$ cat src/rtl/maze_pkg.sv
// Shared maze constants: playfield geometry, path/goal rectangles, game states,
// pixel palette indices and the 10-bit background colour constants.
// Rectangles are half-open: x0 <= px < x1, y0 <= py < y1.
package maze_pkg;

   localparam int          NUM_RECTS = 8;
   localparam logic [10:0] SCREEN_W  = 11'd640;
   localparam logic [10:0] SCREEN_H  = 11'd480;

   typedef struct packed {
      logic [9:0] x0;
      logic [9:0] x1;
      logic [9:0] y0;
      logic [9:0] y1;
   } rect_t;

   // Start room, vertical corridor down, horizontal run to the goal,
   // plus dead-end branches on both sides of the screen.
   localparam rect_t PATH_RECTS [NUM_RECTS] = '{
      '{10'd40,  10'd200, 10'd47,  10'd90 },
      '{10'd160, 10'd200, 10'd47,  10'd300},
      '{10'd160, 10'd400, 10'd260, 10'd300},
      '{10'd20,  10'd60,  10'd90,  10'd200},
      '{10'd20,  10'd120, 10'd200, 10'd240},
      '{10'd440, 10'd600, 10'd40,  10'd80 },
      '{10'd560, 10'd600, 10'd80,  10'd420},
      '{10'd240, 10'd600, 10'd380, 10'd420}
   };

   // Goal sits at the far end of the horizontal run and is also path.
   localparam rect_t GOAL_RECT = '{10'd360, 10'd400, 10'd260, 10'd300};

   localparam logic [1:0] ST_PLAY = 2'd0;
   localparam logic [1:0] ST_HIT  = 2'd1;
   localparam logic [1:0] ST_WIN  = 2'd2;
   localparam logic [1:0] ST_LOSE = 2'd3;

   // Palette index bits: [2] red, [1] green, [0] blue at full scale.
   localparam logic [2:0] IDX_WALL   = 3'd0;
   localparam logic [2:0] IDX_FLASH  = 3'd1;
   localparam logic [2:0] IDX_GOAL   = 3'd2;
   localparam logic [2:0] IDX_SQUARE = 3'd5;
   localparam logic [2:0] IDX_PATH   = 3'd7;

   localparam logic [9:0] BG_RED_10   = 10'h0E1;
   localparam logic [9:0] BG_GREEN_10 = 10'h2C2;
   localparam logic [9:0] BG_BLUE_10  = 10'h37A;

   function automatic logic in_rect(input logic [10:0] px, input logic [10:0] py,
                                    input rect_t r);
      return (px >= {1'b0, r.x0}) && (px < {1'b0, r.x1}) &&
             (py >= {1'b0, r.y0}) && (py < {1'b0, r.y1});
   endfunction

endpackage

$ cat src/rtl/maze_path_hit.sv
// Combinational rectangle lookup for one point.
//   px_i, py_i : 11-bit point (wrapped negatives land above the screen size)
//   inside_o   : point is on screen and inside any path rectangle
//   goal_o     : point is on screen and inside the goal rectangle
module maze_path_hit
   import maze_pkg::*;
(
   input  logic [10:0] px_i,
   input  logic [10:0] py_i,
   output logic        inside_o,
   output logic        goal_o
);

   logic on_screen;

   always_comb begin
      on_screen = (px_i < SCREEN_W) && (py_i < SCREEN_H);
      inside_o  = 1'b0;
      for (int i = 0; i < NUM_RECTS; i++) begin
         if (in_rect(px_i, py_i, PATH_RECTS[i])) inside_o = 1'b1;
      end
      inside_o = inside_o & on_screen;
      goal_o   = on_screen & in_rect(px_i, py_i, GOAL_RECT);
   end

endmodule

$ cat src/rtl/maze_game_core.sv
// Maze game engine: player square movement with per-corner wall collision,
// lives, hit/win/lose handling and registered pixel colour generation.
//   clk_i, reset_i        : pixel clock, synchronous active-high reset
//   x_i, y_i              : current pixel coordinate from the sync counter
//   move*_i, start_n_i    : debounced active-low buttons
//   red_o/green_o/blue_o  : registered pixel colour, one clock after x_i/y_i
//   lives_o, state_o      : remaining lives and game state
//
// state | meaning
// PLAY  | square moves on frame ticks, collisions cost a life
// HIT   | square flashes for FLASH_FRAMES ticks, then respawns at start
// WIN   | square reached the goal, frozen until start_n_i
// LOSE  | no lives left, frozen until start_n_i
module maze_game_core
   import maze_pkg::*;
#(
   parameter int unsigned COLOR_W      = 10,
   parameter int unsigned SQUARE_SIZE  = 15,
   parameter int unsigned STEP         = 1,
   parameter int unsigned START_X      = 55,
   parameter int unsigned START_Y      = 55,
   parameter int unsigned NUM_LIVES    = 3,
   parameter int unsigned FLASH_FRAMES = 32,
   parameter int unsigned TICK_LINE    = 481
)(
   input  logic               clk_i,
   input  logic               reset_i,
   input  logic [9:0]         x_i,
   input  logic [9:0]         y_i,
   input  logic               moveup_i,
   input  logic               movedown_i,
   input  logic               moveright_i,
   input  logic               moveleft_i,
   input  logic               start_n_i,
   output logic [COLOR_W-1:0] red_o,
   output logic [COLOR_W-1:0] green_o,
   output logic [COLOR_W-1:0] blue_o,
   output logic [2:0]         lives_o,
   output logic [1:0]         state_o
);

   localparam int unsigned        FW         = $clog2(FLASH_FRAMES + 1);
   localparam logic [10:0]        STEP_W     = 11'(STEP);
   localparam logic [10:0]        SQ_M1      = 11'(SQUARE_SIZE - 1);
   localparam logic [9:0]         START_X_W  = 10'(START_X);
   localparam logic [9:0]         START_Y_W  = 10'(START_Y);
   localparam logic [2:0]         LIVES_INIT = 3'(NUM_LIVES);
   localparam logic [FW-1:0]      FLASH_INIT = FW'(FLASH_FRAMES);
   localparam logic [COLOR_W-1:0] ONES       = '1;
   // Background constants are defined at 10 bits and rescaled to COLOR_W.
   localparam logic [COLOR_W-1:0] BG_R = COLOR_W'((32'(BG_RED_10)   << COLOR_W) >> 10);
   localparam logic [COLOR_W-1:0] BG_G = COLOR_W'((32'(BG_GREEN_10) << COLOR_W) >> 10);
   localparam logic [COLOR_W-1:0] BG_B = COLOR_W'((32'(BG_BLUE_10)  << COLOR_W) >> 10);

   logic [9:0]         sx_q, sx_d, sy_q, sy_d;
   logic [2:0]         lives_q, lives_d;
   logic [1:0]         state_q, state_d;
   logic [FW-1:0]      flash_q, flash_d;
   logic [COLOR_W-1:0] red_q, red_d, green_q, green_d, blue_q, blue_d;

   logic        tick, move_req;
   logic [10:0] cx, cy, cx_far, cy_far;
   logic [3:0]  corner_in, corner_goal;
   logic        pix_in, pix_goal, square_on, show_sq;
   logic [10:0] xe, ye;
   logic [2:0]  idx;

   assign tick = (y_i == 10'(TICK_LINE)) && (x_i == 10'd0);

   // Candidate position in 11 bits so an upward/leftward step past 0 wraps
   // to a huge value that the lookup treats as off-screen.
   always_comb begin
      cx       = {1'b0, sx_q};
      cy       = {1'b0, sy_q};
      move_req = 1'b1;
      if (!moveup_i)         cy = cy - STEP_W;
      else if (!movedown_i)  cy = cy + STEP_W;
      else if (!moveright_i) cx = cx + STEP_W;
      else if (!moveleft_i)  cx = cx - STEP_W;
      else                   move_req = 1'b0;
   end

   assign cx_far = cx + SQ_M1;
   assign cy_far = cy + SQ_M1;

   maze_path_hit u_c0 (.px_i(cx),     .py_i(cy),     .inside_o(corner_in[0]), .goal_o(corner_goal[0]));
   maze_path_hit u_c1 (.px_i(cx_far), .py_i(cy),     .inside_o(corner_in[1]), .goal_o(corner_goal[1]));
   maze_path_hit u_c2 (.px_i(cx),     .py_i(cy_far), .inside_o(corner_in[2]), .goal_o(corner_goal[2]));
   maze_path_hit u_c3 (.px_i(cx_far), .py_i(cy_far), .inside_o(corner_in[3]), .goal_o(corner_goal[3]));

   always_comb begin
      sx_d    = sx_q;
      sy_d    = sy_q;
      lives_d = lives_q;
      state_d = state_q;
      flash_d = flash_q;
      case (state_q)
         ST_PLAY: begin
            if (tick && move_req) begin
               if (&corner_in) begin
                  sx_d = cx[9:0];
                  sy_d = cy[9:0];
                  if (|corner_goal) state_d = ST_WIN;
               end else begin
                  lives_d = (lives_q == 3'd0) ? 3'd0 : lives_q - 3'd1;
                  flash_d = FLASH_INIT;
                  state_d = (lives_q <= 3'd1) ? ST_LOSE : ST_HIT;
               end
            end
         end
         ST_HIT: begin
            if (tick) begin
               if (flash_q <= FW'(1)) begin
                  flash_d = '0;
                  sx_d    = START_X_W;
                  sy_d    = START_Y_W;
                  state_d = ST_PLAY;
               end else begin
                  flash_d = flash_q - FW'(1);
               end
            end
         end
         default: begin
            if (!start_n_i) begin
               sx_d    = START_X_W;
               sy_d    = START_Y_W;
               lives_d = LIVES_INIT;
               flash_d = '0;
               state_d = ST_PLAY;
            end
         end
      endcase
   end

   maze_path_hit u_pix (.px_i(xe), .py_i(ye), .inside_o(pix_in), .goal_o(pix_goal));

   assign xe = {1'b0, x_i};
   assign ye = {1'b0, y_i};

   // In HIT the square blinks: visible while the remaining flash count is even.
   always_comb begin
      square_on = (xe >= {1'b0, sx_q}) && (xe <= {1'b0, sx_q} + SQ_M1) &&
                  (ye >= {1'b0, sy_q}) && (ye <= {1'b0, sy_q} + SQ_M1);
      show_sq   = square_on && ((state_q != ST_HIT) || !flash_q[0]);
      if (show_sq)       idx = (state_q == ST_HIT) ? IDX_FLASH : IDX_SQUARE;
      else if (pix_goal) idx = IDX_GOAL;
      else if (pix_in)   idx = IDX_PATH;
      else               idx = IDX_WALL;
      red_d   = idx[2] ? ONES : BG_R;
      green_d = idx[1] ? ONES : BG_G;
      blue_d  = idx[0] ? ONES : BG_B;
   end

   always_ff @(posedge clk_i) begin
      if (reset_i) begin
         sx_q    <= START_X_W;
         sy_q    <= START_Y_W;
         lives_q <= LIVES_INIT;
         state_q <= ST_PLAY;
         flash_q <= '0;
         red_q   <= BG_R;
         green_q <= BG_G;
         blue_q  <= BG_B;
      end else begin
         sx_q    <= sx_d;
         sy_q    <= sy_d;
         lives_q <= lives_d;
         state_q <= state_d;
         flash_q <= flash_d;
         red_q   <= red_d;
         green_q <= green_d;
         blue_q  <= blue_d;
      end
   end

   assign red_o   = red_q;
   assign green_o = green_q;
   assign blue_o  = blue_q;
   assign lives_o = lives_q;
   assign state_o = state_q;

endmodule

$ cat config.mk
export PLATFORM = sky130hd
export DESIGN_NAME = maze_game_core
export DESIGN_NICKNAME = d
export VERILOG_FILES = /design/src/rtl/maze_pkg.sv /design/src/rtl/maze_path_hit.sv /design/src/rtl/maze_game_core.sv
export SDC_FILE = /design/constraint.sdc
export NUM_CORES = 1
export LEC_CHECK = 0
export CORE_MARGIN = 2
export CORE_UTILIZATION = 55
export DETAILED_ROUTE_END_ITERATION = 16
export MAX_ROUTING_LAYER = met4
export PLACE_DENSITY = 0.77
export SETUP_SLACK_MARGIN = 0.02
export SYNTH_ARGS = -nofsm -noshare
export SYNTH_HDL_FRONTEND = slang
export SYNTH_SLANG_ARGS = --single-unit
$ cat constraint.sdc
create_clock -name clk_i -period 7.5 [get_ports clk_i]
set_input_delay 1.5 -clock clk_i [delete_from_list [all_inputs] [get_ports clk_i]]
set_output_delay 1.5 -clock clk_i [all_outputs]
set_load 0.01 [all_outputs]
==> results of run 1 <==
[tightest hold or removal path, delay by kind of cell (launching register included)]
family           cells  cell delay (ps)
AND/OR/NAND/NOR      1               60
AO/OA/AOI/OAI        1               70
flip-flops           1              320
[flip-flops by register name, summed over array words and instances (netlist names)]
| register | count |
|---|---|
| lives_o | 3 |
| red_o | 1 |
| sy_q | 10 |
| flash_q | 6 |
| blue_o | 1 |
| state_o | 2 |
| sx_q | 10 |
| green_o | 1 |
[layer usage]
layer,share of wire,vias to the layer above,track usage
met2,0.45,428,0.510
li1,-,3692,-
met5,0,-,-
met1,0.45,3669,0.452
met4,0.023,0,0.0828
met3,0.075,53,0.0223
[stage by stage]
step	cells	worst slack (ps)	util	hold slack [ps]	power (mW)
after global routing	1162	40.0	0.604	531	0.788
after floorplan	1002	1540	-	452	0.443
after CTS	1162	662	0.604	495	0.739
after detailed placement	1154	393	0.592	485	0.528
after global placement	1154	552	0.592	481	0.526
final	1162	448	0.604	496	0.746
[power breakdown]
part / internal (mW) / total, mW / switching [mW]
Sequential: 0.186 / 0.200 / 0.0140
Combinational: 0.132 / 0.335 / 0.202
Clock: 0.131 / 0.211 / 0.0796
[area by class of cell]
cell class	count	area [um2]
multi-input combinational	837	5780
fill	1185	4990
sequential	34	681
timing repair buffer	71	648
tap	172	215
inverter	40	151
clock buffer	6	139
clock inverter	2	12.5
[cells by family after synthesis]
kind of cell / synth area share
buffers and inverters: 0.0951
DFF: 0.0961
AOI/OAI and AO/OA: 0.313
xor gates and xnor gates: 0.0604
adders and majority gates: 0.110
muxes: 0.0330
other: 0.000530
and+or+nand+nor: 0.293
[worst paths after layout]
path / to / slack (ps)
max reg2reg: sy_q[2] / 1630
max: sy_q[2] / 450
min reg2reg: flash_q[4] / 500
min: flash_q[4] / 500
[cells in the final DEF, fill, tap and decap left out, types with 8 or more instances in the layout]
master	instances
inv_1	34
a21o_1	27
nand2b_1	14
nor3_1	43
mux2i_1	20
a211oi_1	17
nor2b_1	13
and3_1	8
ha_1	62
o22ai_1	12
nand4_1	21
dfxtp_1	34
buf_4	25
nand3_1	27
or3_1	11
o21a_1	8
o21ai_0	44
nor4_1	26
conb_1	15
xnor2_1	36
a31oi_1	21
a21oi_1	65
clkdlybuf4s50_1	46
nand2_1	76
nor2_1	80
==> impl_metrics.json, run 1 <==
{
  "status": "complete, no violations",
  "syn_area_mm2": 0.00708,
  "start_util": 0.561,
  "hold_depth": 2,
  "slowest_stage": "clkdlybuf4s50_1",
  "worst_pin_slew_ps": 1060,
  "crit_buf_inv": 3,
  "synthTopCellsByCount": "nor2_1 (80), nand2_1 (76), a21oi_1 (65)",
  "cpPeakStageDelay_ps": 860,
  "viasPerCell": 6.75,
  "antenna_found_initial": 0,
  "drtPass1Iterations": 5,
  "end_kind": "flip-flop",
  "core_region_area_mm2": 0.0126,
  "ys_seq_area_frac": 0.0961,
  "ir_drop_uv": 109,
  "crit_cells": 19,
  "wl_per_cell_um": 19.1,
  "hold_class": "flip-flop to flip-flop",
  "htreeDepth": 2,
  "ys_seq_elements": 34,
  "clock_skew_ps": 6.04,
  "io-pin-count": 62,
  "design_area_mm2": 0.00763,
  "async_flop_share": 0,
  "hold_violations": 0,
  "die_w_um": 117,
  "crit_fanout": 14,
  "vias": 7842,
  "insertion_delay_ps": 280,
  "timing.final.crit_period_ps": 7050,
  "area_growth_pct": 7.70,
  "finalMaxSlewViolations": 0,
  "fin_tns_setup_ps": 0,
  "rsz0062_at_grt": "no",
  "max_cap_viol_count": 0,
  "drive_gt1_frac": 0.0859,
  "drt_wl_total_mm": 22.2,
  "rows": 41,
  "crit_path_start_kind": "input pin",
  "ys.warnings.count": 0,
  "fin_crit_sh": 0.940,
  "cp.arrival_ps": 7250,
  "synth.largest_area_cell": "ha_1",
  "grt_pass1_vias": 7200,
  "r2r_cells": 20,
  "max_freq_mhz": 142,
  "die_h_um": 117,
  "synth_edf_count": 0,
  "postRouteAntennaNets": 0,
  "cts.clk_slew.worst_paths_ps": 60,
  "timing.rr.start": "sy_q[0]",
  "cp_cell_sequence": "clkdlybuf4s50_1, nor2b_1, a311oi_1, nor2_1, inv_1, ha_1, clkinv_1, nor2_1, mux2i_1, nand2_1, o21ai_0, a211oi_1, o221ai_1, nand3_1, o211ai_1, a211oi_2, nor3_4, o21ai_2, mux2i_1",
  "dpl-instance-area_mm2": 0.00748,
  "slew_headroom": 0.290,
  "grt_remaining_overflow": 0,
  "worstSetupPathType": "input pin to flip-flop",
  "yosys-top-cells-area": "ha_1 (11%), dfxtp_1 (9.6%), a21oi_1 (4.6%), xnor2_1 (4.5%), nor2_1 (4.2%)",
  "startpoint": "moveup_i",
  "cts_resized": 0,
  "power_density_mw_per_mm2": 97.8,
  "hpwl_mm": 17.1,
  "synth_most_common_cell": "nor2_1",
  "synth.avg_cell_area_um2": 7.17,
  "numPortBuffers": 46,
  "grt_pass1_wl_mm": 36.7,
  "power_leakage_nw": 2.96,
  "synthDistinctLibCells": 102,
  "crit_required_ps": 7700,
  "routabilityCongestion": 1.04,
  "setup_viol": 0,
  "grt_use_total": 0.323,
  "critical-path-top-delay-family": "compound AO/OA/AOI/OAI gates",
  "syn_inst": 988,
  "cts_buffers": 5,
  "grt_max_degree": 37,
  "cts.sinks": 34,
  "cts_root_buf": "clkbuf_16",
  "yosysTopAreaCellShare": 0.110,
  "cts_max_path_buffers": 2,
  "worstHoldStart": "flash_q[4]",
  "postCtsHoldBufs": 0,
  "dieArea_mm2": 0.0138,
  "num_antenna_cells": 0,
  "cts_tree": "done",
  "drt_iter0_drc": 1122,
  "nets": 1078,
  "cts_setup_buffers": 0,
  "drc": 0,
  "ys.flop_type": "dfxtp_1"
}
No activity file was read; power rests on OpenSTA's default activity.
==> inputs of run 2 (changes only) <==
Settings changed: SYNTH_HIERARCHICAL set to 1.
==> run 2 against run 1 <==
Net effect:
- cell area decreased by 4.3%
- sequential share of layout area increased by 0.40 points
- hold slack got worse by 22 ps
- wire length decreased by 9.7%
- global-route usage decreased by 1.5 points
- synthesized cell count decreased by 1.9%
- fmax increased by 2.7%
- sequential cell count unchanged
- register-to-register slack improved by 160 ps
- area after synthesis decreased by 5.0%
- die area decreased by 4.8%
- combinational power decreased by 59%
- critical path type unchanged
- largest cell class unchanged
- highest routed layer unchanged
==> impl_metrics.json, run 2 <==
{
  "status": "complete, no violations",
  "crit_required_ps": 7700,
  "viasPerCell": 6.59,
  "start_util": 0.563,
  "p_comb_frac": 0.258,
  "end_kind": "flip-flop",
  "pwr-share-seq": 0.339,
  "cts_max_path_buffers": 2,
  "cts_setup_buffers": 0,
  "worstSetupPathType": "input pin to flip-flop",
  "routabilityCongestion": 0.972,
  "fin_crit_sh": 0.916,
  "timing.rr.start": "sy_q[1]",
  "max_cap_viol_count": 0,
  "grt_use_total": 0.308,
  "antenna_found_initial": 0,
  "drt_iter0_drc": 1007,
  "cts.clk_slew.worst_paths_ps": 60,
  "wl_per_cell_um": 17.5,
  "reg_top3": "sx_q: 10 flops, sy_q: 10 flops, flash_q: 6 flops",
  "drt_wl_total_mm": 20.1,
  "final_common_cell": "o21ai_0",
  "drc": 0,
  "grt_pass1_wl_mm": 32.7,
  "grt_remaining_overflow": 0,
  "dp.cells": 1135,
  "place_ws_ps": 473,
  "p_switching_uw": 168,
  "rows": 40,
  "numPortBuffers": 46,
  "timing.final.crit_period_ps": 6870,
  "postRouteAntennaNets": 0,
  "power_leakage_nw": 3.02,
  "power_density_mw_per_mm2": 73.6,
  "area_growth_pct": 8.50,
  "die_w_um": 115,
  "fin_tns_setup_ps": 0,
  "cts_root_buf": "clkbuf_16",
  "io-pin-count": 62,
  "cts.sinks": 34,
  "die_h_um": 115,
  "startpoint": "moveup_i",
  "p_int_uw": 370,
  "drive_gt1_frac": 0.0723,
  "cts_resized": 0,
  "layout_common_cells": "o21ai_0 (100), nand2_1 (96), nor2_1 (74)",
  "clkPwrFrac": 0.403,
  "crit_path_start_kind": "input pin",
  "vias": 7536,
  "switching_share": 0.312,
  "setup_slack_ps": 631,
  "final_util": 0.610,
  "fin_cells": 1143,
  "cp.arrival_ps": 7070,
  "setup_viol": 0,
  "cts_tree": "done",
  "finalMaxSlewViolations": 0,
  "drtPass1Iterations": 5,
  "hold_class": "flip-flop to flip-flop",
  "postCtsHoldBufs": 0,
  "dieArea_mm2": 0.0131,
  "ys.warnings.count": 6,
  "syn_inst": 969,
  "hold_ws_ps": 474,
  "insertion_delay_ps": 280,
  "grt_pass1_vias": 6475,
  "num_antenna_cells": 0,
  "worst_pin_slew_ps": 963,
  "worstHoldStart": "flash_q[1]",
  "slew_headroom": 0.356,
  "rsz0062_at_grt": "no",
  "crit_fanout": 10,
  "nets": 1076,
  "core_region_area_mm2": 0.0120,
  "hold_violations": 0,
  "hpwl_mm": 14.6,
  "synth.avg_cell_area_um2": 6.94,
  "grt_max_degree": 25,
  "htreeDepth": 2,
  "ir_drop_uv": 91.3,
  "syn_area_mm2": 0.00673,
  "clock_skew_ps": 5.13,
  "cts_buffers": 5,
  "max_freq_mhz": 146
}
==> run 2: area by class of cell <==
cell class                 instances  area [um2]
sequential                        34         681
tap                              147         184
timing repair buffer              80         716
multi-input combinational        829        5400
clock inverter                     2        12.5
clock buffer                       6         139
fill                            1132        4660
inverter                          45         169
==> run 2: layer usage <==
| metal | vias to the layer above | share of wire | GRT usage |
|---|---|---|---|
| li1 | 3645 | - | - |
| met1 | 3543 | 0.47 | 0.449 |
| met2 | 316 | 0.44 | 0.462 |
| met3 | 32 | 0.072 | 0.0323 |
| met4 | 0 | 0.015 | 0.0610 |
| met5 | - | 0 | - |
==> run 2: worst max-delay path, cell delays in order <==
cell             delay, ps
clkdlybuf4s50_1        610
or4b_4                 610
nor3_4                 210
a211oi_1               130
nor4_1                 520
nand4_1                190
xnor2_1                620
nor2_1                 200
a41o_1                 280
a32o_1                 250
a32oi_1                180
o2111ai_1              150
nand4_1                180
buf_4                  180
o21ai_0                140
a211oi_1               270
buf_4                  170
o21ai_0                180
or3_1                  370
a21oi_1                130
==> run 2: path summary, 6_finish.rpt <==
kind	slack, ps	to	depth (start not counted)
worst max register to register	1790	flash_q[1]	21
worst min-delay path	470	flash_q[1]	2
worst max-delay path	630	flash_q[1]	20
worst min register to register	470	flash_q[1]	2
==> run 2: power by group through the flow <==
stage / sequential (mW) / clock, mW / combinational [mW]
after floorplan: 0.187 / 0 / 0.0904
after global placement: 0.186 / 0 / 0.133
after detailed placement: 0.186 / 0 / 0.134
after CTS: 0.182 / 0.215 / 0.135
after global routing: 0.183 / 0.224 / 0.152
final: 0.182 / 0.216 / 0.139
==> run 2: stage by stage <==
| stage | area [um2] | total power [mW] |
|---|---|---|
| 2_1_floorplan | 6820 | 0.277 |
| 3_3_place_gp | 7150 | 0.319 |
| 3_5_place_dp | 7150 | 0.321 |
| 4_1_cts | 7300 | 0.533 |
| 5_1_grt | 7300 | 0.559 |
| 6_report | 7300 | 0.537 |
==> inputs of run 3 (changes only) <==
--- a/config.mk
+++ b/config.mk
@@ -12,4 +12,5 @@
 export PLACE_DENSITY = 0.77
 export SETUP_SLACK_MARGIN = 0.02
+export SLEW_MARGIN = 20
 export SYNTH_ARGS = -nofsm -noshare
 export SYNTH_HDL_FRONTEND = slang
==> constraint.sdc (replaced) <==
create_clock -name clk_i -period 7.5 [get_ports clk_i]
set_input_delay 1.125 -clock clk_i [delete_from_list [all_inputs] [get_ports clk_i]]
set_output_delay 1.125 -clock clk_i [all_outputs]
set_load 0.01 [all_outputs]
==> run 3 against run 2 <==
Net effect:
- global-route usage decreased by 0.40 points
- sequential share of layout area about the same
- combinational power decreased by 3%
- cell area about the same
- critical endpoint is now sx_q[0]
- highest routed layer unchanged
==> impl_metrics.json, run 3 (synthesized netlist as in run 2, its figures left out) <==
{
  "r2r_cells": 21,
  "grt_use_total": 0.304,
  "area_growth_pct": 8.42,
  "fin_cells": 1139,
  "ir_drop_uv": 106,
  "numPortBuffers": 46,
  "cts.sinks": 34,
  "clock_skew_ps": 2.06,
  "hold_violations": 0,
  "die_h_um": 115,
  "hold_end": "flash_q[1]",
  "insertion_delay_ps": 280,
  "worstSetupPathType": "input pin to flip-flop",
  "regArea_um2": 681,
  "slew_headroom": 0.322,
  "layout_common_cells": "o21ai_0 (100), nand2_1 (96), nor2_1 (74)",
  "hpwl_mm": 14.3,
  "setup_viol": 0,
  "dieArea_mm2": 0.0131,
  "htreeDepth": 2,
  "cts_tree": "done",
  "nets": 1073,
  "power_density_mw_per_mm2": 76.5,
  "rows": 40,
  "timing.final.crit_period_ps": 6840,
  "postRouteAntennaNets": 0,
  "drc": 0,
  "r2r_end": "sx_q[0]",
  "antenna_found_initial": 0,
  "drtPass1Iterations": 6,
  "grt_max_degree": 24,
  "crit_path_start_kind": "input pin",
  "rsz0062_at_grt": "no",
  "postCtsHoldBufs": 0,
  "wl_per_cell_um": 17.1,
  "slowest_stage": "xnor2_1",
  "routabilityCongestion": 0.941,
  "worst_pin_slew_ps": 1010,
  "drt_iter0_drc": 948,
  "grt_pass1_vias": 6656,
  "multi_input_area_mm2": 0.00540,
  "reg2reg_setup_slack_ps": 1540,
  "cts_buffers": 5,
  "cts_max_path_buffers": 2,
  "worstHoldStart": "flash_q[1]",
  "top_layer_used": "met4",
  "crit_required_ps": 7630,
  "finalMaxSlewViolations": 0,
  "cp.arrival_ps": 6960,
  "cts_root_buf": "clkbuf_16",
  "fin_tns_setup_ps": 0,
  "wl_met2_mm": 8.86,
  "drive_gt1_frac": 0.0685,
  "io-pin-count": 62,
  "cpPeakStageDelay_ps": 770,
  "grt_pass1_wl_mm": 32.3,
  "die_w_um": 115,
  "cp_cell_sequence": "clkdlybuf4s50_1, nand2_2, nor4_1, nor3_1, nor2_1, o2111ai_1, xnor2_1, nor3_1, o21ai_0, a32o_1, a32oi_1, o2111ai_1, nand4_1, o41ai_1, nand2_1, buf_4, nor4_1, o21ai_0",
  "hold_class": "flip-flop to flip-flop",
  "reg_top3": "sx_q: 10 flops, sy_q: 10 flops, flash_q: 6 flops",
  "dp.cells": 1132,
  "cts_setup_buffers": 0,
  "max_freq_mhz": 146,
  "cts.clk_slew.worst_paths_ps": 50,
  "start_util": 0.563,
  "crit_fanout": 16,
  "grt_remaining_overflow": 0,
  "core_region_area_mm2": 0.0120,
  "wl_met3_mm": 1.51,
  "cts_resized": 0,
  "viasPerCell": 6.51,
  "status": "complete, no violations",
  "max_cap_viol_count": 0,
  "fillCellCount": 1129,
  "vias": 7418,
  "fin_crit_sh": 0.911,
  "drt-met1-wl_mm": 8.86,
  "end_kind": "flip-flop",
  "power_uw": 558,
  "drt_wl_total_mm": 19.5,
  "hold_depth": 2,
  "final_common_cell": "o21ai_0",
  "power_leakage_nw": 3.01,
  "timing.rr.start": "sx_q[1]",
  "final_util": 0.610,
  "num_antenna_cells": 0
}
run 3: cell count changes in the layout (fill, tap and decap cells not counted):
| cell | previous run | this run |
|---|---|---|
| bufinv_16 | 0 | 1 |
| buf_4 | 34 | 31 |
| clkinv_2 | 1 | 0 |
| clkinvlp_4 | 1 | 0 |
run 3: cell type report:
type                    count  share of cell area
clock buffers               6              0.0190
clock inverters             1             0.00412
multi-input cells         829               0.740
well taps                 147              0.0252
repair buffers             77              0.0950
flip-flops and latches     34              0.0933
inverters                  45              0.0232
run 3: report_power, final:
group | internal (mW) | switching (mW)
Combinational | 0.0551 | 0.0803
Sequential | 0.182 | 0.000969
Clock | 0.164 | 0.0762
Total | 0.401 | 0.157
run 3: how the worst max path moves through the flow:
stage,start,endpoint,slack (ps),depth (start not counted)
floorplan,moveup_i,sy_q[7],1880,21
global placement,moveright_i,sx_q[2],780,20
detailed placement,moveup_i,sy_q[3],620,17
CTS,moveup_i,sx_q[0],830,18
global route,moveup_i,sy_q[0],150,18
finish,moveup_i,sx_q[0],660,18
run 3: stage by stage:
| step | hold WS, ps | cell area (um2) | worst slack (ps) |
|---|---|---|---|
| 6_report | 475 | 7300 | 664 |
| 5_1_grt | 518 | 7300 | 152 |
| 4_1_cts | 477 | 7300 | 826 |
| 3_5_place_dp | 469 | 7130 | 621 |
| 3_3_place_gp | 465 | 7130 | 777 |
| 2_1_floorplan | 445 | 6820 | 1880 |
run 3: worst max-delay path, delay by kind of cell:
kind	cells	cell delay (ps)
xor gates and xnor gates	1	770
and+or+nand+nor	8	2440
AOI/OAI and AO/OA	7	1600
buffers and inverters	2	1020
run 3: layer usage:
metal / GRT usage / vias to the layer above
met2: 0.468 / 317
li1: - / 3634
met1: 0.426 / 3427
met4: 0.0585 / 0
met5: - / -
met3: 0.0450 / 40
